$ cat config.mk
export PLATFORM = sky130hd
export DESIGN_NAME = fetch_controller
export DESIGN_NICKNAME = d
export VERILOG_FILES = /design/src/rtl/mips_pkg.sv /design/src/rtl/pc_next_sel.sv /design/src/rtl/fetch_controller.sv
export SDC_FILE = /design/constraint.sdc
export NUM_CORES = 1
export LEC_CHECK = 0
export ABC_AREA = 1
export BUFFER_PORTS_ARGS = -buffer_cell sky130_fd_sc_hd__buf_2
export CAP_MARGIN = 20
export CORE_UTILIZATION = 30
export DETAILED_ROUTE_END_ITERATION = 7
export GPL_TIMING_DRIVEN = 1
export PLACE_DENSITY = 0.53
export RECOVER_POWER = 25
export SLEW_MARGIN = 20
export SYNTH_ARGS = -nofsm -noshare
export SYNTH_HDL_FRONTEND = slang
export SYNTH_SLANG_ARGS = --single-unit
$ cat constraint.sdc
create_clock -name clk -period 2.8 [get_ports clk]
set_clock_uncertainty 0.05 [all_clocks]
set_input_delay 0 -clock clk [delete_from_list [all_inputs] [get_ports clk]]
set_output_delay 0 -clock clk [all_outputs]
set_load 0.1 [all_outputs]
$ cat src/rtl/mips_pkg.sv
// Shared types and constants for the MIPS fetch stage.
package mips_pkg;

  typedef enum logic [1:0] {
    ST_BOOT,
    ST_RUN,
    ST_HALT,
    ST_ERROR
  } fetch_state_t;

  localparam logic [5:0]  OP_BEQ     = 6'b000100;
  localparam logic [31:0] NOP_WORD   = 32'h0;
  localparam logic [31:0] WORD_BYTES = 32'd4;

  // Branch displacement in bytes: sign-extended word offset times four.
  function automatic logic [31:0] beq_offset(
    input logic [15:0] imm
  );
    return {{14{imm[15]}}, imm, 2'b00};
  endfunction

endpackage

$ cat src/rtl/pc_next_sel.sv
// Next-PC selection: redirect, hold, early-beq target or sequential.
module pc_next_sel
  import mips_pkg::*;
(
  input  logic [31:0] pc,
  input  logic [31:0] instr,
  input  logic        beq_stall,
  input  logic        branch_taken,
  input  logic [31:0] branch_target,
  input  logic        hazard_stall,
  output logic [31:0] pc_next
);

  logic [31:0] seq_pc;
  logic        unused_instr_hi;

  assign seq_pc          = pc + WORD_BYTES;
  assign unused_instr_hi = ^instr[31:16];

  always_comb begin
    pc_next = seq_pc;
    priority case (1'b1)
      branch_taken: pc_next = branch_target;
      hazard_stall: pc_next = pc;
      !beq_stall:   pc_next = seq_pc + beq_offset(instr[15:0]);
      default:      pc_next = seq_pc;
    endcase
  end

endmodule

$ cat src/rtl/fetch_controller.sv
// Instruction-fetch sequencer: owns the PC, drives IF/ID controls,
// detects end-of-program zero runs and out-of-range fetches.
module fetch_controller
  import mips_pkg::*;
#(
  parameter int          IMEM_DEPTH = 64,
  parameter logic [31:0] RESET_PC   = 32'h0,
  parameter int          HALT_NOPS  = 4
) (
  input  logic        clk,
  input  logic        reset_n,
  output logic [31:0] pc,
  input  logic [31:0] instr,
  input  logic        beq_stall,
  input  logic        hazard_stall,
  input  logic        branch_taken,
  input  logic [31:0] branch_target,
  output logic        ifid_write,
  output logic        ifid_flush,
  output logic        halted,
  output logic        range_err,
  output logic [15:0] fetch_count
);

  localparam logic [31:0] DEPTH_W = 32'(IMEM_DEPTH);
  localparam logic [3:0]  HALT_N  = 4'(HALT_NOPS);

  fetch_state_t state;
  logic [3:0]   zero_run;
  logic [3:0]   zr_next;
  logic [31:0]  pc_next;
  logic         run;
  logic         pc_bad;
  logic         accept;

  pc_next_sel u_sel (
    .pc            (pc),
    .instr         (instr),
    .beq_stall     (beq_stall),
    .branch_taken  (branch_taken),
    .branch_target (branch_target),
    .hazard_stall  (hazard_stall),
    .pc_next       (pc_next)
  );

  assign run    = (state == ST_RUN);
  assign pc_bad = (pc[1:0] != 2'b00) ||
                  ({2'b00, pc[31:2]} >= DEPTH_W);
  assign accept = reset_n && run && !pc_bad &&
                  !branch_taken && !hazard_stall;

  assign zr_next = (instr == NOP_WORD) ? zero_run + 4'd1 : 4'd0;

  assign ifid_write = accept;
  assign ifid_flush = !reset_n || !run || pc_bad || branch_taken;

  always_ff @(posedge clk) begin
    if (!reset_n) begin
      state       <= ST_BOOT;
      pc          <= RESET_PC;
      zero_run    <= 4'd0;
      fetch_count <= 16'd0;
      halted      <= 1'b0;
      range_err   <= 1'b0;
    end else begin
      unique case (state)
        ST_BOOT: state <= ST_RUN;
        ST_RUN: begin
          // A bad address wins over any redirect in the same cycle.
          if (pc_bad) begin
            state     <= ST_ERROR;
            range_err <= 1'b1;
          end else begin
            pc <= pc_next;
            if (branch_taken)
              zero_run <= 4'd0;
            if (accept) begin
              zero_run <= zr_next;
              if (fetch_count != 16'hFFFF)
                fetch_count <= fetch_count + 16'd1;
              if (zr_next == HALT_N) begin
                state  <= ST_HALT;
                halted <= 1'b1;
              end
            end
          end
        end
        ST_HALT:  state <= ST_HALT;
        ST_ERROR: state <= ST_ERROR;
        default:  state <= ST_ERROR;
      endcase
    end
  end

endmodule

==> results.py, run 1 <==
metrics = {
    "run_status": {
        "status": "finished with violations",
        "violations": "setup timing",
    },
    "logic_synthesis": {
        "muxShareOfSynthArea_pct": 0,
        "synth-warning-count": 0,
        "synth-simple-area-share_pct": 42.1,
        "netlist_area_um2": 6110,
        "synth_flop_cell": "dfxtp_1",
        "synth_top_family_by_area": "simple AND/OR/NAND/NOR gates",
        "yosysTopAreaCellShare_pct": 20.4,
        "synth_fa_ha_area_share_pct": 8.52,
        "synth_cell_type_count": 32,
        "avgSynthCellArea_um2": 5.61,
        "synthArstFlopShare_pct": 0,
        "seq_area_frac_synth_pct": 18.4,
        "syn_nets": 1198,
        "synth_enable_flop_cells": 0,
        "synth_compound_area_share_pct": 13.8,
        "synth_seq_cells": 56,
        "synthTopCellsByArea": "nand2_1, dfxtp_1, inv_1",
        "synth_top_area_cell": "nand2_1",
        "synthXorXnorAreaFrac_pct": 5.59,
        "netlist_instances": 1088,
    },
    "sta": {
        "slew_viol_final": 0,
        "finalCritPeriodShare_pct": 105,
        "finalWorstSetupSlack_ns": -0.140,
        "hold_viol_final": 0,
        "holdWs_ns": 0.00930,
        "fmax_ghz": 0.340,
        "rsz0062_at_grt": "yes",
        "finalSetupViolations": 9,
        "fin_crit_ns": 2.94,
        "tns_ns": -0.588,
        "relSlewSlack_pct": 14.8,
        "tightest_slew_ns": 1.28,
    },
    "floorplan": {
        "io_pins": 121,
        "design.core.area_um2": 19700,
        "rows": 51,
        "die_y_um": 145,
        "initial_core_util_pct": 31.0,
        "die_area_um2": 20900,
        "fp.dieW_um": 145,
    },
    "pwr": {
        "p_seq_share_pct": 14.9,
        "power_frac_comb_pct": 76.7,
        "ir_worst_vdd_v": 0.000838,
        "swShare_pct": 55.7,
        "cellLeakagePower_nw": 4.77,
        "clkPwrFrac_pct": 8.4,
        "netSwitchingPower_mw": 4.77,
        "power_density_nw_per_um2": 848,
        "p_int_mw": 3.79,
        "power_mw": 8.56,
    },
    "cts": {
        "clk_path_buf_depth": 2,
        "clock_latency_ns": 0.30,
        "clock-root-buffer": "clkbuf_16",
        "cts_buffers": 5,
        "htree_levels": 2,
        "cts_tree": "yes",
        "clkSinkCount": 56,
        "clkTransAtPathRegs_ns": 0.07,
    },
    "critical_path": {
        "critical_path_arrival_ns": 3.06,
        "worstSetupPathType": "flop to flop",
        "crit_required_ns": 2.92,
        "worstReg2RegStart": "pc[2]$_SDFFE_PN0P_",
        "rrSetupSlack_ns": -0.14,
        "worstReg2RegEnd": "pc[21]$_SDFFE_PN0P_",
        "cp-end-kind": "flop",
        "rr_worst_depth": 19,
        "startpoint_type": "flop",
        "crit_fanout": 5,
    },
    "final_layout": {
        "diodes": 0,
        "fillers": 1935,
        "fin_util_pct": 51.2,
        "layout_common_cells": "nand2_1, buf_4, inv_1",
        "layout_commonest_cell": "nand2_1",
        "area_growth_syn_to_layout_pct": 65.4,
        "layoutNonFillerInstCount": 1619,
        "finalInstanceArea_um2": 10100,
        "nets": 1464,
        "drive_above_1_share_pct": 42.6,
    },
    "global_routing": {
        "grt_usage_pct": 23.0,
        "grt_pass1_vias": 7368,
        "grt_max_degree": 46,
        "antenna_found_initial": 0,
        "grt_pass1_wl_um": 37200,
        "grt_overflow_total": 0,
    },
    "drt": {
        "detail_route.wl_per_cell_um": 15.2,
        "avgViaCountPerCell": 4.86,
        "dr.pass1.iters": 4,
        "vias": 7865,
        "drc": 0,
        "drt-total-wl_um": 24700,
        "dr.first_iter.drc_count": 418,
        "drtAntennaViolNets": 0,
    },
    "place": {
        "dpl.hpwl_um": 18800,
        "io_buffers": 120,
        "pre_cts_ws_ns": -0.260,
        "dpl_cell_area_um2": 8060,
        "gp_congestion": 0.926,
        "dp_cells": 1582,
    },
    "min_path": {
        "hold_path.class": "primary input to flop",
        "worstHoldPathCells": 5,
        "min_from": "branch_target[8]",
        "min_to": "pc[8]$_SDFFE_PN0P_",
    },
    "job": {
        "drv_cap": 0,
    },
}
[power groups by stage]
stage	Combinational (mW)	Sequential, mW	Clock, mW
after detailed placement	5.22	1.25	0
final	6.57	1.27	0.717
after global routing	7.05	1.31	0.769
after floorplan	2.30	2.49	0
after CTS	5.60	1.23	0.740
after global placement	5.22	1.25	0
[worst max path at each step]
stage	from	endpoint	slack [ns]	depth (start not counted)
CTS	pc[11]$_SDFFE_PN0P_	pc[30]$_SDFFE_PN0P_	-0.05	19
detailed placement	pc[11]$_SDFFE_PN0P_	pc[28]$_SDFFE_PN0P_	-0.26	22
finish	pc[2]$_SDFFE_PN0P_	pc[21]$_SDFFE_PN0P_	-0.14	19
global route	pc[2]$_SDFFE_PN0P_	pc[21]$_SDFFE_PN0P_	-0.25	19
floorplan	pc[2]$_SDFFE_PN0P_	pc[29]$_SDFFE_PN0P_	0.009	20
global placement	pc[11]$_SDFFE_PN0P_	pc[19]$_SDFFE_PN0P_	-0.23	18
[cells in the mapped netlist (all sizes together) (16+ instances only)]
cell type  count
nand3         90
o21ai         45
inv          156
nor2         125
dfxtp         56
xor2          27
nand4         16
nand2        333
nor3          26
a21oi         89
clkbuf        19
ha            40
[metal layers]
layer  routed length (um)  vias to the layer above  GRT usage [%]  part of all wire (%)
met4                  783                        0           8.31                   3.2
li1                     -                     4015              -                     -
met5                    0                        -              0                     0
met1                11400                     3598           31.0                    46
met3                  981                       46           2.07                   4.0
met2                11500                      206           38.0                    47
[critical path: stages (launching register included)]
cell and delay (ns):
dfxtp_4 0.41, buf_6 0.11, ha_4 0.13, nand2_4 0.06
nor2_4 0.10, buf_6 0.14, xor2_4 0.18, inv_2 0.08
ha_4 0.29, nand2_2 0.07, nand2_2 0.06, o21bai_4 0.17
nand3b_1 0.23, buf_6 0.18, nand2_4 0.06, nand2_2 0.04
nand2_1 0.05, nand3_1 0.08, o211ai_1 0.18, a21oi_1 0.11
[sequential cells by signal, summed over array words and instances (netlist names)]
name and cells:
pc 32, fetch_count 16, zero_run 4, state 2
halted 1, range_err 1
[area by class of cell]
class | instances | area [um^2] | area share [%]
Multi-Input combinational cell | 850 | 5890 | 58.3
Clock buffer | 6 | 129 | 1.28
Sequential cell | 56 | 1210 | 12.0
Tap cell | 265 | 332 | 3.28
Inverter | 156 | 596 | 5.90
Timing Repair Buffer | 285 | 1910 | 18.9
Clock inverter | 1 | 30.0 | 0.297
[cells by family (layout without fill, tap and decap cells)]
kind of cell,count (synthesis),count (layout)
buf+inv,182,448
fa+ha+maj,41,41
flops,56,56
xor+xnor,39,39
compound gates,156,156
simple gates,614,614
[timing repair]
action / 4_1_cts / 5_1_grt
resized for setup: 108 / 268
pin swaps: 24 / 89
setup buffers: 7 / 12
endpoints found under the hold margin: 12 / 1
hold buffers: 12 / 1
setup endpoints to repair: 21 / 24
Power figures use the tool's default switching activity.
==> run 2: changes to the inputs <==
==> constraint.sdc (replaced) <==
create_clock -name clk -period 2.8 [get_ports clk]
set_clock_uncertainty 0.05 [all_clocks]
set_input_delay 0.28 -clock clk [delete_from_list [all_inputs] [get_ports clk]]
set_output_delay 0.28 -clock clk [all_outputs]
set_load 0.1 [all_outputs]
==> results.py, run 2 (synthesis gave the netlist of run 1 again) <==
metrics = {
    "global_routing": {
        "grt_overflow_total": 0,
        "grt_usage_pct": 23.0,
        "grt_max_degree": 46,
        "grt_pass1_wl_um": 37100,
        "antenna_found_initial": 0,
        "grt_pass1_vias": 7402,
    },
    "floorplan": {
        "rows": 51,
        "initial_core_util_pct": 31.0,
        "die_area_um2": 20900,
        "die_y_um": 145,
        "fp.dieW_um": 145,
        "io_pins": 121,
        "design.core.area_um2": 19700,
    },
    "sta": {
        "tightest_slew_ns": 1.23,
        "slew_viol_final": 0,
        "rsz0062_at_grt": "yes",
        "holdWs_ns": 0.187,
        "finalCritPeriodShare_pct": 104,
        "fmax_ghz": 0.344,
        "fin_crit_ns": 2.91,
        "finalSetupViolations": 17,
        "relSlewSlack_pct": 18.4,
        "hold_viol_final": 0,
        "finalWorstSetupSlack_ns": -0.107,
    },
    "final_layout": {
        "largest_register_ffs": 32,
        "fillers": 2085,
        "diodes": 0,
        "layout_commonest_cell": "nand2_1",
        "area_growth_syn_to_layout_pct": 52.1,
        "nets": 1457,
        "layoutNonFillerInstCount": 1613,
        "drive_above_1_share_pct": 36.2,
        "layout_common_cells": "nand2_1, buf_4, inv_1",
        "top_regs": "pc x32, fetch_count x16, zero_run x4",
        "top_register": "pc",
    },
    "pwr": {
        "cellLeakagePower_nw": 4.48,
        "power_density_nw_per_um2": 856,
        "ir_worst_vdd_v": 0.000854,
        "power_mw": 7.95,
    },
    "job": {
        "drv_cap": 0,
    },
    "cts": {
        "clock-root-buffer": "clkbuf_16",
        "cts_buffers": 5,
        "clkTransAtPathRegs_ns": 0.07,
        "cts_tree": "yes",
        "clock_latency_ns": 0.30,
        "clk_path_buf_depth": 2,
        "clkSinkCount": 56,
        "htree_levels": 2,
        "cts_hold_buf": 0,
    },
    "critical_path": {
        "startpoint_type": "flop",
        "rrSetupSlack_ns": -0.11,
        "rr_worst_depth": 20,
        "critical_path_arrival_ns": 3.02,
        "cp-end-kind": "flop",
        "worstSetupPathType": "flop to flop",
        "crit_required_ns": 2.91,
        "worstReg2RegStart": "pc[3]$_SDFFE_PN0P_",
        "worstReg2RegEnd": "pc[18]$_SDFFE_PN0P_",
        "crit_fanout": 5,
    },
    "min_path": {
        "worstHoldPathCells": 3,
        "min_from": "branch_target[5]",
        "hold_path.class": "primary input to flop",
        "min_to": "pc[5]$_SDFFE_PN0P_",
    },
    "drt": {
        "drc": 0,
        "drt-total-wl_um": 23700,
        "dr.first_iter.drc_count": 396,
        "detail_route.wl_per_cell_um": 14.7,
        "dr.pass1.iters": 5,
        "avgViaCountPerCell": 4.79,
        "drtAntennaViolNets": 0,
        "vias": 7720,
    },
    "place": {
        "dpl.hpwl_um": 18900,
        "io_buffers": 120,
        "gp_congestion": 0.970,
        "dp_cells": 1591,
    },
    "run_status": {
        "status": "finished with violations",
        "violations": "setup timing",
    },
}
[run 2: what timing repair did]
item / in CTS / in global routing
pin swaps: 39 / 49
setup buffers: 5 / 9
endpoints found under the setup margin: 21 / 25
resized for setup: 122 / 96
[run 2: power breakdown]
part / switching, mW / internal (mW) / leakage, nW / total (mW)
registers: 0.206 / 1.06 / 0.474 / 1.26
clock network: 0.305 / 0.354 / 0.0766 / 0.659
logic: 3.95 / 2.08 / 3.93 / 6.03
total: 4.46 / 3.49 / 4.48 / 7.95
[run 2: area by class of cell]
cell class              instances  area (um^2)  share of cell area [%]
repair buffers                278         1800                    19.3
clock inverters                 2         10.0                   0.108
multi-input cells             850         5220                    56.2
inverters                     156          586                    6.30
well taps                     265          332                    3.57
flip-flops and latches         56         1210                    13.0
clock buffers                   6          139                    1.50
[run 2: worst max-delay path by stage]
stage | startpoint | end | slack [ns] | cells after the start
3_5_place_dp | pc[2]$_SDFFE_PN0P_ | pc[26]$_SDFFE_PN0P_ | -0.29 | 22
2_1_floorplan | pc[2]$_SDFFE_PN0P_ | pc[29]$_SDFFE_PN0P_ | 0.009 | 20
3_3_place_gp | pc[15]$_SDFFE_PN0P_ | pc[26]$_SDFFE_PN0P_ | -0.29 | 19
6_report | pc[3]$_SDFFE_PN0P_ | pc[18]$_SDFFE_PN0P_ | -0.11 | 20
5_1_grt | pc[5]$_SDFFE_PN0P_ | pc[29]$_SDFFE_PN0P_ | -0.29 | 22
4_1_cts | pc[3]$_SDFFE_PN0P_ | pc[26]$_SDFFE_PN0P_ | -0.07 | 21
[run 2: stage by stage]
stage | utilization, % | area (um^2) | setup TNS, ns | setup WS [ns]
after floorplan | - | 6230 | 0 | 0.00868
after global placement | 41.2 | 8120 | -2.66 | -0.288
after detailed placement | 41.2 | 8120 | -2.78 | -0.289
after CTS | 44.8 | 8840 | -0.292 | -0.0733
after global routing | 47.1 | 9290 | -4.89 | -0.292
final | 47.1 | 9290 | -0.686 | -0.107
[run 2: critical path, cell delays in order (launching register included)]
cell and delay (ns):
dfxtp_4 0.39, nand2_4 0.06, nor2_4 0.19, nand2_2 0.10
nor2_4 0.11, nand2_2 0.09, nor3_2 0.18, nand2_1 0.09
and2_4 0.17, ha_4 0.28, nand2_2 0.06, buf_4 0.14
nor2_4 0.11, and2_4 0.17, nand2_1 0.07, nand3_1 0.07
nand2_1 0.05, nand3_1 0.11, nand3_1 0.08, nand2_1 0.13
a21oi_1 0.07
[run 2: routing by layer]
metal	vias up	track usage (%)	routed length, um
li1	3993	-	-
met1	3527	31.7	11400
met2	164	37.8	10800
met3	36	1.78	866
met4	0	7.31	643
met5	-	0	0
==> run 3: changes to the inputs <==
Settings changed: CELL_PAD_IN_SITES_DETAIL_PLACEMENT from default to 1, CELL_PAD_IN_SITES_GLOBAL_PLACEMENT from default to 1, PLACE_DENSITY 0.53 to 0.73.
==> results.py, run 3 (synthesis gave the netlist of run 1 again) <==
metrics = {
    "cts": {
        "cts_buffers": 5,
        "clock-root-buffer": "clkbuf_16",
        "clk_path_buf_depth": 2,
        "clkSinkCount": 56,
        "cts_tree": "yes",
        "htree_levels": 2,
        "clock_latency_ns": 0.33,
        "clkTransAtPathRegs_ns": 0.09,
    },
    "final_layout": {
        "top_regs": "pc x32, fetch_count x16, zero_run x4",
        "top_register": "pc",
        "layoutNonFillerInstCount": 1643,
        "finalInstanceArea_um2": 10100,
        "multiInputGateArea_um2": 5790,
        "fin_util_pct": 51.3,
        "diodes": 0,
        "drive_above_1_share_pct": 43.8,
        "nets": 1487,
        "final-seq-area_um2": 1210,
        "fillers": 2556,
        "layout_common_cells": "nand2_1, buf_4, inv_1",
        "largest_register_ffs": 32,
        "area_growth_syn_to_layout_pct": 65.7,
        "layout_commonest_cell": "nand2_1",
    },
    "sta": {
        "finalWorstSetupSlack_ns": -0.430,
        "rsz0062_at_grt": "yes",
        "tightest_slew_ns": 1.25,
        "finalSetupViolations": 22,
        "fin_crit_ns": 3.23,
        "tns_ns": -5.05,
        "holdWs_ns": 0.172,
        "relSlewSlack_pct": 17.2,
        "slew_viol_final": 0,
        "hold_viol_final": 0,
        "finalCritPeriodShare_pct": 115,
        "fmax_ghz": 0.310,
    },
    "job": {
        "drv_cap": 0,
    },
    "global_routing": {
        "antenna_found_initial": 0,
        "grt_max_degree": 37,
        "grt_pass1_vias": 8437,
        "grt_overflow_total": 0,
        "grt_pass1_wl_um": 44300,
        "grt_usage_pct": 27.9,
    },
    "critical_path": {
        "worstSetupPathType": "flop to flop",
        "startpoint_type": "flop",
        "crit_family": "simple AND/OR/NAND/NOR gates",
        "crit_required_ns": 3.00,
        "crit_fanout": 3,
        "cp_cell_sequence": "nand2_1, nor2_2, buf_4, nand2_1, nor3_2, nand2_1, and2_2, ha_4, a21oi_2, nor2_1, nor2_1, nand2_1, a21oi_2, buf_4, nand2_1, nand2_1, nand3_1, nand2_1, nand2_1, a21oi_1",
        "cpMaxStageDelayCell": "dfxtp_4",
        "critical_path_arrival_ns": 3.43,
        "cp-end-kind": "flop",
        "crit_buf_inv": 2,
        "crit_top_cell": "nand2_1",
        "slowest_delay_ns": 0.38,
    },
    "drt": {
        "drc": 0,
        "avgViaCountPerCell": 5.49,
        "drt-total-wl_um": 35000,
        "detail_route.wl_per_cell_um": 21.3,
        "dr.first_iter.drc_count": 464,
        "dr.pass1.iters": 5,
        "vias": 9014,
        "drtAntennaViolNets": 0,
    },
    "floorplan": {
        "fp.dieW_um": 145,
        "die_y_um": 145,
        "initial_core_util_pct": 31.0,
        "die_area_um2": 20900,
        "rows": 51,
        "io_pins": 121,
        "design.core.area_um2": 19700,
    },
    "place": {
        "pre_cts_ws_ns": -0.437,
        "dp_cells": 1602,
        "io_buffers": 120,
        "dpl.hpwl_um": 22100,
        "gp_congestion": 0.967,
        "dpl_cell_area_um2": 8200,
    },
    "pwr": {
        "ir_worst_vdd_v": 0.000879,
        "power_density_nw_per_um2": 916,
        "power_mw": 9.27,
        "power_frac_comb_pct": 77.6,
        "swShare_pct": 58.5,
        "netSwitchingPower_mw": 5.42,
        "p_int_mw": 3.85,
        "p_seq_share_pct": 14.2,
        "clkPwrFrac_pct": 8.2,
        "cellLeakagePower_nw": 4.76,
    },
    "run_status": {
        "status": "finished with violations",
        "violations": "setup timing",
    },
    "min_path": {
        "hold_path.class": "primary input to flop",
    },
}
-- run 3: cell count changes in the layout (fill, tap and decap cells not counted), sizes merged --
cell / delta
buf: +29
inv: +1
-- run 3: worst register-to-register path, stage by stage, from the launching register on --
cell and delay (ns):
dfxtp_4 0.38, nand2_1 0.11, nor2_2 0.15, buf_4 0.15
nand2_1 0.13, nor3_2 0.29, nand2_1 0.13, and2_2 0.26
ha_4 0.24, a21oi_2 0.19, nor2_1 0.09, nor2_1 0.20
nand2_1 0.11, a21oi_2 0.13, buf_4 0.13, nand2_1 0.04
nand2_1 0.05, nand3_1 0.06, nand2_1 0.08, nand2_1 0.05
a21oi_1 0.13
-- run 3: final cells by class --
cell class	count	area share, %
multi-input cells	850	57.2
repair buffers	308	20.2
flip-flops and latches	56	12.0
inverters	156	5.81
well taps	265	3.28
clock buffers	5	1.24
clock inverters	3	0.334
-- run 3: metal layers --
| metal | part of all wire, % | track usage [%] |
|---|---|---|
| met1 | 39 | 34.0 |
| met2 | 48 | 48.8 |
| met3 | 5.6 | 3.32 |
| met4 | 7.5 | 12.9 |
| met5 | 0 | 0 |
-- run 3: final timing paths --
check	cells past startpoint	endpoint	slack [ns]	start
max	20	pc[28]$_SDFFE_PN0P_	-0.43	pc[9]$_SDFFE_PN0P_
min	3	pc[5]$_SDFFE_PN0P_	0.17	branch_target[5]
max reg2reg	20	pc[28]$_SDFFE_PN0P_	-0.43	pc[9]$_SDFFE_PN0P_
min reg2reg	2	pc[0]$_SDFFE_PN0P_	0.43	pc[0]$_SDFFE_PN0P_
-- run 3: timing repair --
| item | CTS | global route |
|---|---|---|
| setup endpoints to repair | 23 | 25 |
| pin swaps | 50 | 93 |
| hold buffers | 0 | 0 |
| gates resized for setup | 164 | 178 |
| setup buffers | 11 | 24 |
-- run 3: power by group through the flow --
stage / combinational [mW] / sequential, mW / clock [mW]
floorplan: 2.30 / 2.49 / 0
global placement: 5.41 / 1.28 / 0
detailed placement: 5.50 / 1.28 / 0
CTS: 6.01 / 1.29 / 0.752
global route: 7.53 / 1.33 / 0.786
finish: 7.20 / 1.32 / 0.757
